--- src/rtl/csla_pkg.sv ---
// Shared sizing helpers for the pipelined carry-select adder.
package csla_pkg;

  function automatic int csla_width(input int rca_width, input int blk_width, input int blk_num);
    return rca_width + blk_width * blk_num;
  endfunction

  function automatic int csla_blk_per_stage(input int blk_num, input int nstage);
    return (nstage > 0) ? (blk_num / nstage) : blk_num;
  endfunction

endpackage

--- src/rtl/csla_pipe_stage.sv ---
// One pipeline stage worth of carry-select blocks plus the carry select chain.
module csla_pipe_stage #(
  parameter int BLK_WIDTH = 6,
  parameter int NBLK      = 2
) (
  input  logic [NBLK*BLK_WIDTH-1:0] i_a,
  input  logic [NBLK*BLK_WIDTH-1:0] i_b,
  input  logic                      i_cin,
  output logic [NBLK*BLK_WIDTH-1:0] o_sum,
  output logic                      o_cout
);

  logic [BLK_WIDTH-1:0] sum0 [NBLK];
  logic [BLK_WIDTH-1:0] sum1 [NBLK];
  logic [NBLK-1:0]      cout0;
  logic [NBLK-1:0]      cout1;
  logic [NBLK:0]        carry;

  for (genvar j = 0; j < NBLK; j++) begin : g_unit
    csla_unit #(.W(BLK_WIDTH)) u_unit (
      .i_a     (i_a[j*BLK_WIDTH +: BLK_WIDTH]),
      .i_b     (i_b[j*BLK_WIDTH +: BLK_WIDTH]),
      .o_sum0  (sum0[j]),
      .o_sum1  (sum1[j]),
      .o_cout0 (cout0[j]),
      .o_cout1 (cout1[j])
    );
  end

  always_comb begin
    carry    = {(NBLK+1){1'b0}};
    carry[0] = i_cin;
    o_sum    = {(NBLK*BLK_WIDTH){1'b0}};
    for (int j = 0; j < NBLK; j++) begin
      o_sum[j*BLK_WIDTH +: BLK_WIDTH] = carry[j] ? sum1[j] : sum0[j];
      carry[j+1]                      = carry[j] ? cout1[j] : cout0[j];
    end
    o_cout = carry[NBLK];
  end

endmodule

--- src/rtl/csla_unit.sv ---
// Dual-sum unit: precomputes the block sum for carry-in 0 and carry-in 1.
module csla_unit #(
  parameter int W = 6
) (
  input  logic [W-1:0] i_a,
  input  logic [W-1:0] i_b,
  output logic [W-1:0] o_sum0,
  output logic [W-1:0] o_sum1,
  output logic         o_cout0,
  output logic         o_cout1
);

  always_comb begin
    {o_cout0, o_sum0} = {1'b0, i_a} + {1'b0, i_b};
    {o_cout1, o_sum1} = {1'b0, i_a} + {1'b0, i_b} + {{W{1'b0}}, 1'b1};
  end

endmodule

--- src/rtl/csla_pipe.sv ---
// Pipelined carry-select adder with valid/ready flow control.
// Define CSLA_SUB_EN to add the i_sub port (A - B via ~B and carry-in 1).
module csla_pipe
  import csla_pkg::*;
#(
  parameter int RCA_WIDTH = 5,
  parameter int BLK_WIDTH = 6,
  parameter int BLK_NUM   = 4,
  parameter int NSTAGE    = 2
) (
  input  logic                                                clk,
  input  logic                                                rst,
  input  logic                                                i_valid,
  output logic                                                o_ready,
  input  logic [csla_width(RCA_WIDTH, BLK_WIDTH, BLK_NUM)-1:0] i_X_0,
  input  logic [csla_width(RCA_WIDTH, BLK_WIDTH, BLK_NUM)-1:0] i_X_1,
`ifdef CSLA_SUB_EN
  input  logic                                                i_sub,
`endif
  output logic                                                o_valid,
  input  logic                                                i_ready,
  output logic [csla_width(RCA_WIDTH, BLK_WIDTH, BLK_NUM):0]   o_S
);

  localparam int WIDTH = csla_width(RCA_WIDTH, BLK_WIDTH, BLK_NUM);
  localparam int NB    = csla_blk_per_stage(BLK_NUM, NSTAGE);
  localparam int SW    = NB * BLK_WIDTH;
  localparam int LAST  = NSTAGE - 1;

  if (NSTAGE < 1 || NSTAGE > BLK_NUM || (BLK_NUM % NSTAGE) != 0) begin : g_bad_cfg
    $error("csla_pipe: NSTAGE must be 1..BLK_NUM and divide BLK_NUM");
  end

  logic [WIDTH-1:0]     b_eff;
  logic                 cin;
  logic [RCA_WIDTH:0]   rca;
  logic [WIDTH-1:0]     src_a [NSTAGE];
  logic [WIDTH-1:0]     src_b [NSTAGE];
  logic [WIDTH-1:0]     src_s [NSTAGE];
  logic                 src_c [NSTAGE];
  logic [SW-1:0]        stg_sum [NSTAGE];
  logic [NSTAGE-1:0]    stg_cout;
  logic [NSTAGE-1:0]    ld;
  logic [NSTAGE:0]      v_shift;
  logic [NSTAGE-1:0]    v_in;
  logic [NSTAGE-1:0]    v_d, v_q;
  logic [WIDTH-1:0]     a_d [NSTAGE];
  logic [WIDTH-1:0]     a_q [NSTAGE];
  logic [WIDTH-1:0]     b_d [NSTAGE];
  logic [WIDTH-1:0]     b_q [NSTAGE];
  logic [WIDTH-1:0]     s_d [NSTAGE];
  logic [WIDTH-1:0]     s_q [NSTAGE];
  logic                 c_d [NSTAGE];
  logic                 c_q [NSTAGE];
  logic [WIDTH:0]       o_s_d, o_s_q;

  // Operand conditioning and the low ripple segment, done before stage 0 registers.
  always_comb begin
`ifdef CSLA_SUB_EN
    cin   = i_sub;
    b_eff = i_sub ? ~i_X_1 : i_X_1;
`else
    cin   = 1'b0;
    b_eff = i_X_1;
`endif
    rca = {1'b0, i_X_0[RCA_WIDTH-1:0]} + {1'b0, b_eff[RCA_WIDTH-1:0]} + {{RCA_WIDTH{1'b0}}, cin};
  end

  always_comb begin
    src_a[0] = i_X_0;
    src_b[0] = b_eff;
    src_s[0] = {{(WIDTH-RCA_WIDTH){1'b0}}, rca[RCA_WIDTH-1:0]};
    src_c[0] = rca[RCA_WIDTH];
    for (int k = 1; k < NSTAGE; k++) begin
      src_a[k] = a_q[k-1];
      src_b[k] = b_q[k-1];
      src_s[k] = s_q[k-1];
      src_c[k] = c_q[k-1];
    end
  end

  for (genvar k = 0; k < NSTAGE; k++) begin : g_stage
    csla_pipe_stage #(.BLK_WIDTH(BLK_WIDTH), .NBLK(NB)) u_stage (
      .i_a    (src_a[k][RCA_WIDTH + k*SW +: SW]),
      .i_b    (src_b[k][RCA_WIDTH + k*SW +: SW]),
      .i_cin  (src_c[k]),
      .o_sum  (stg_sum[k]),
      .o_cout (stg_cout[k])
    );
  end

  // A stage loads when it is empty or its current content moves on.
  always_comb begin
    ld       = {NSTAGE{1'b0}};
    ld[LAST] = !v_q[LAST] | i_ready;
    for (int k = NSTAGE - 2; k >= 0; k--) begin
      ld[k] = !v_q[k] | ld[k+1];
    end
  end

  always_comb begin
    v_shift = {v_q, i_valid};
    v_in    = v_shift[NSTAGE-1:0];
    for (int k = 0; k < NSTAGE; k++) begin
      v_d[k] = ld[k] ? v_in[k] : v_q[k];
      if (ld[k]) begin
        a_d[k] = src_a[k];
        b_d[k] = src_b[k];
        s_d[k] = src_s[k];
        s_d[k][RCA_WIDTH + k*SW +: SW] = stg_sum[k];
        c_d[k] = stg_cout[k];
      end else begin
        a_d[k] = a_q[k];
        b_d[k] = b_q[k];
        s_d[k] = s_q[k];
        c_d[k] = c_q[k];
      end
    end
    // Output word is forced to zero whenever no valid result sits in it.
    if (ld[LAST]) begin
      o_s_d = v_in[LAST] ? {c_d[LAST], s_d[LAST]} : {(WIDTH+1){1'b0}};
    end else begin
      o_s_d = o_s_q;
    end
  end

  // Control state: valids and the output word.
  always_ff @(posedge clk or posedge rst) begin
    if (rst) begin
      v_q   <= {NSTAGE{1'b0}};
      o_s_q <= {(WIDTH+1){1'b0}};
    end else begin
      v_q   <= v_d;
      o_s_q <= o_s_d;
    end
  end

  // Datapath state: meaningless while the matching valid is low.
  always_ff @(posedge clk) begin
    for (int k = 0; k < NSTAGE; k++) begin
      a_q[k] <= a_d[k];
      b_q[k] <= b_d[k];
      s_q[k] <= s_d[k];
      c_q[k] <= c_d[k];
    end
  end

  assign o_ready = ld[0];
  assign o_valid = v_q[LAST];
  assign o_S     = o_s_q;

endmodule

--- config.mk ---
export PLATFORM = sky130hd
export DESIGN_NAME = csla_pipe
export DESIGN_NICKNAME = d
export VERILOG_FILES = /design/src/rtl/csla_pkg.sv /design/src/rtl/csla_pipe_stage.sv /design/src/rtl/csla_unit.sv /design/src/rtl/csla_pipe.sv
export SDC_FILE = /design/constraint.sdc
export NUM_CORES = 1
export LEC_CHECK = 0
export ABC_CLOCK_PERIOD_IN_PS = 2500
export BUFFER_PORTS_ARGS = -buffer_cell sky130_fd_sc_hd__buf_2
export CORE_MARGIN = 2
export CORE_UTILIZATION = 26
export CTS_CLUSTER_SIZE = 16
export DETAILED_ROUTE_END_ITERATION = 6
export GPL_ROUTABILITY_DRIVEN = 0
export HOLD_SLACK_MARGIN = 0.06
export SYNTH_ARGS = -nofsm -noshare
export SYNTH_HDL_FRONTEND = slang
export SYNTH_HIERARCHICAL = 1
export SYNTH_SLANG_ARGS = --single-unit
--- constraint.sdc ---
create_clock -name clk -period 2.5 [get_ports clk]
set_input_delay 0.75 -clock clk [delete_from_list [all_inputs] [get_ports clk]]
set_output_delay 0.75 -clock clk [all_outputs]
set_load 0.005 [all_outputs]
==> qor.yml <==
outcome: "complete, but fails checks"
violations: "negative setup slack"
routedWlPerCell_um: 12.7
fin_nets: 669
cpPeakStageDelay_ns: 0.53
pin_count: 94
synth_fp_nets: 507
area_growth_pct: 42.3
cts_made_buffers: 9
cp_data_arrival_time_ns: 2.90
mappedNetlistArea_um2: 4450
combPwrFrac_pct: 34.9
synth.avg_cell_area_um2: 10.9
drc: 0
yosys-top-cells-area: "edfxtp_1 (28%), dfrtp_1 (18%), ha_1 (9.3%), mux2_2 (6.6%), nand2_1 (5.8%)"
via_count: 3383
min_path_type: "reg2reg"
portBuffers: 93
yosysWarnings: 6
required_ns: 2.69
core_um2: 16600
ant_nets: 0
grt_pass1_vias: 3576
initial_core_util_pct: 26.7
finalHoldViolCount: 0
synth_cell_types: 31
cts_sinks: 74
rsz0062_at_grt: "true"
pwr-share-seq_pct: 35.2
dp_slack_ns: -0.620
clk_path_buf_depth: 2
grt_start_max_net_pins: 62
switchingPower_mw: 1.36
path_delay_family: "simple AND/OR/NAND/NOR gates"
crit_buf_inv: 1
worst_pin_slew_ns: 0.577
fillers: 1619
cts_root_buf: "clkbuf_16"
min_period_ns: 2.70
dp_hpwl_mm: 7.52
cp_cell_sequence: "ha_4, a211oi_4, or4b_4, o2111ai_4, nand4_1, xnor2_2, mux2i_4, buf_12, mux2_4, nand2_2, o21ai_1"
pwr-share-clk_pct: 29.9
power_per_cell_area_nw_per_um2: 742
synth_seq_cells: 74
overflow: 0
worstSkewPairLatency_ns: 0.33
finalCritPeriodShare_pct: 108
end_kind: "register"
ys_seq_area_share_pct: 46.3
p_total_mw: 4.70
hold-worst-slack_ns: 0.476
crit_type: "reg2reg"
final_util_pct: 38.0
cts_tree: "built"
cp_max_fo: 7
worst_slack_ns: -0.205
die_h_um: 135
first_pass_iters: 5
ff_latch_area_um2: 2060
skew_ns: 0.00520
routed_wl_mm: 10.1
htree_levels: 3
leakage_nw: 2.91
synth_edf_count: 42
max-vdd-ir-drop_mv: 0.292
critPathLaunchType: "register"
cap_viol_max_count: 0
num_antenna_cells: 0
regToRegSetupSlack_ns: -0.20
synthArstFlopShare_pct: 43.2
slowest_stage: "or4b_4"
setup_violations: 14
power.share.switching_pct: 28.9
synth_top_flop_cell: "edfxtp_1"
antenna_found_initial: 1
placementRows: 47
grt_pass1_wl_mm: 16.3
drtIter0Drc: 116
dpl_cell_area_um2: 5690
syn_inst: 407
die_area_um2: 18200
viasPerCell: 4.26
report.final.slew_viol_count: 0
hold_buffers: 0
yosysTopAreaCell: "edfxtp_1"
max_slew_margin_pct: 61.5
p_int_mw: 3.34
grt_usage_pct: 11.3
multi_input_area_um2: 2520
fin_area_um2: 6330
clk_pin_slew_ns: 0.06
synth.top_cell.area_share_pct: 28.3
yosysMostFrequentCell: "nand2_1"
fp.dieW_um: 135
max_freq_ghz: 0.370
synth_common_cells: "nand2_1 (69), edfxtp_1 (42), ha_1 (33)"
drive_above_1_share_pct: 47.0
layout by cell type (no fill, tap or decap), types with 7 or more instances in the layout:
| cell type | synthesis | layout |
|---|---|---|
| nand2_1 | 69 | 63 |
| nand4_1 | 8 | 8 |
| mux2_4 | 0 | 14 |
| xnor2_1 | 22 | 18 |
| nor2_1 | 30 | 30 |
| edfxtp_1 | 42 | 42 |
| inv_1 | 25 | 21 |
| o21ai_0 | 31 | 24 |
| xor2_1 | 13 | 12 |
| ha_1 | 33 | 24 |
| o21ai_1 | 4 | 7 |
| mux2_2 | 26 | 12 |
| buf_4 | 0 | 69 |
| buf_2 | 3 | 89 |
| ha_4 | 0 | 8 |
| clkbuf_16 | 0 | 9 |
| dfrtp_1 | 32 | 32 |
timing repair:
item                                    4_1_cts  5_1_grt
gates resized for setup                      20       20
setup buffers                                 5        7
endpoints found under the setup margin       14       16
pin swaps                                    13       16
registers in the layout, summed over array words and instances (netlist names):
name  flops
o_S      30
s_q      17
a_q      12
b_q      12
v_q       2
c_q       1
routing by layer:
layer | GRT usage (%) | vias to the layer above | wire length, µm
li1 | - | 1737 | -
met1 | 11.8 | 1571 | 4050
met2 | 21.4 | 60 | 5430
met3 | 3.15 | 13 | 413
met4 | 4.21 | 2 | 151
met5 | 0 | - | 13
final cells by class:
| type | count | share of cell area [%] |
|---|---|---|
| clock buffer | 9 | 3.56 |
| clock inverter | 7 | 1.60 |
| inverter | 25 | 1.48 |
| multi-input combinational | 295 | 39.8 |
| sequential | 74 | 32.6 |
| tap | 220 | 4.35 |
| timing repair buffer | 164 | 16.6 |
power by group through the flow:
| stage | combinational [mW] | clock, mW | sequential, mW |
|---|---|---|---|
| 5_1_grt | 1.81 | 1.50 | 1.68 |
| 3_3_place_gp | 1.45 | 0 | 1.67 |
| 2_1_floorplan | 0.924 | 0 | 1.66 |
| 3_5_place_dp | 1.49 | 0 | 1.68 |
| 6_report | 1.64 | 1.40 | 1.65 |
| 4_1_cts | 1.58 | 1.45 | 1.66 |
per-stage QoR:
step	setup TNS (ns)	std cells
after floorplan	-5.38	407
after global placement	-5.96	767
after detailed placement	-6.67	767
after CTS	-2.99	788
after global routing	-4.11	794
final	-2.64	794
cell families (layout without fill, tap and decap cells):
group / after synthesis / after routing / synth area share (%)
AO/OA/AOI/OAI: 68 / 68 / 10.2
XOR/XNOR: 35 / 35 / 6.89
adder cells (fa/ha/maj): 38 / 38 / 11.5
AND/OR/NAND/NOR: 126 / 126 / 13.4
flip-flops: 74 / 74 / 46.3
multiplexers: 28 / 28 / 7.59
buffers and inverters: 38 / 205 / 4.02
worst paths after layout:
check                           startpoint  depth (start not counted)       to
worst min-delay path                o_S[8]                          2   o_S[8]
max in group asynchronous              rst                          3  o_S[27]
worst min register to register      o_S[8]                          2   o_S[8]
worst max register to register  a_q[0][18]                         11  o_S[26]
min in group asynchronous              rst                          3   o_S[0]
worst max-delay path            a_q[0][18]                         11  o_S[26]
worst reg2reg max path: stages, from the launching register on:
cell,delay [ns]
edfxtp_1,0.43
ha_4,0.30
a211oi_4,0.05
or4b_4,0.53
o2111ai_4,0.11
nand4_1,0.18
xnor2_2,0.19
mux2i_4,0.19
buf_12,0.16
mux2_4,0.30
nand2_2,0.07
o21ai_1,0.05
No activity file was read; power rests on OpenSTA's default activity.
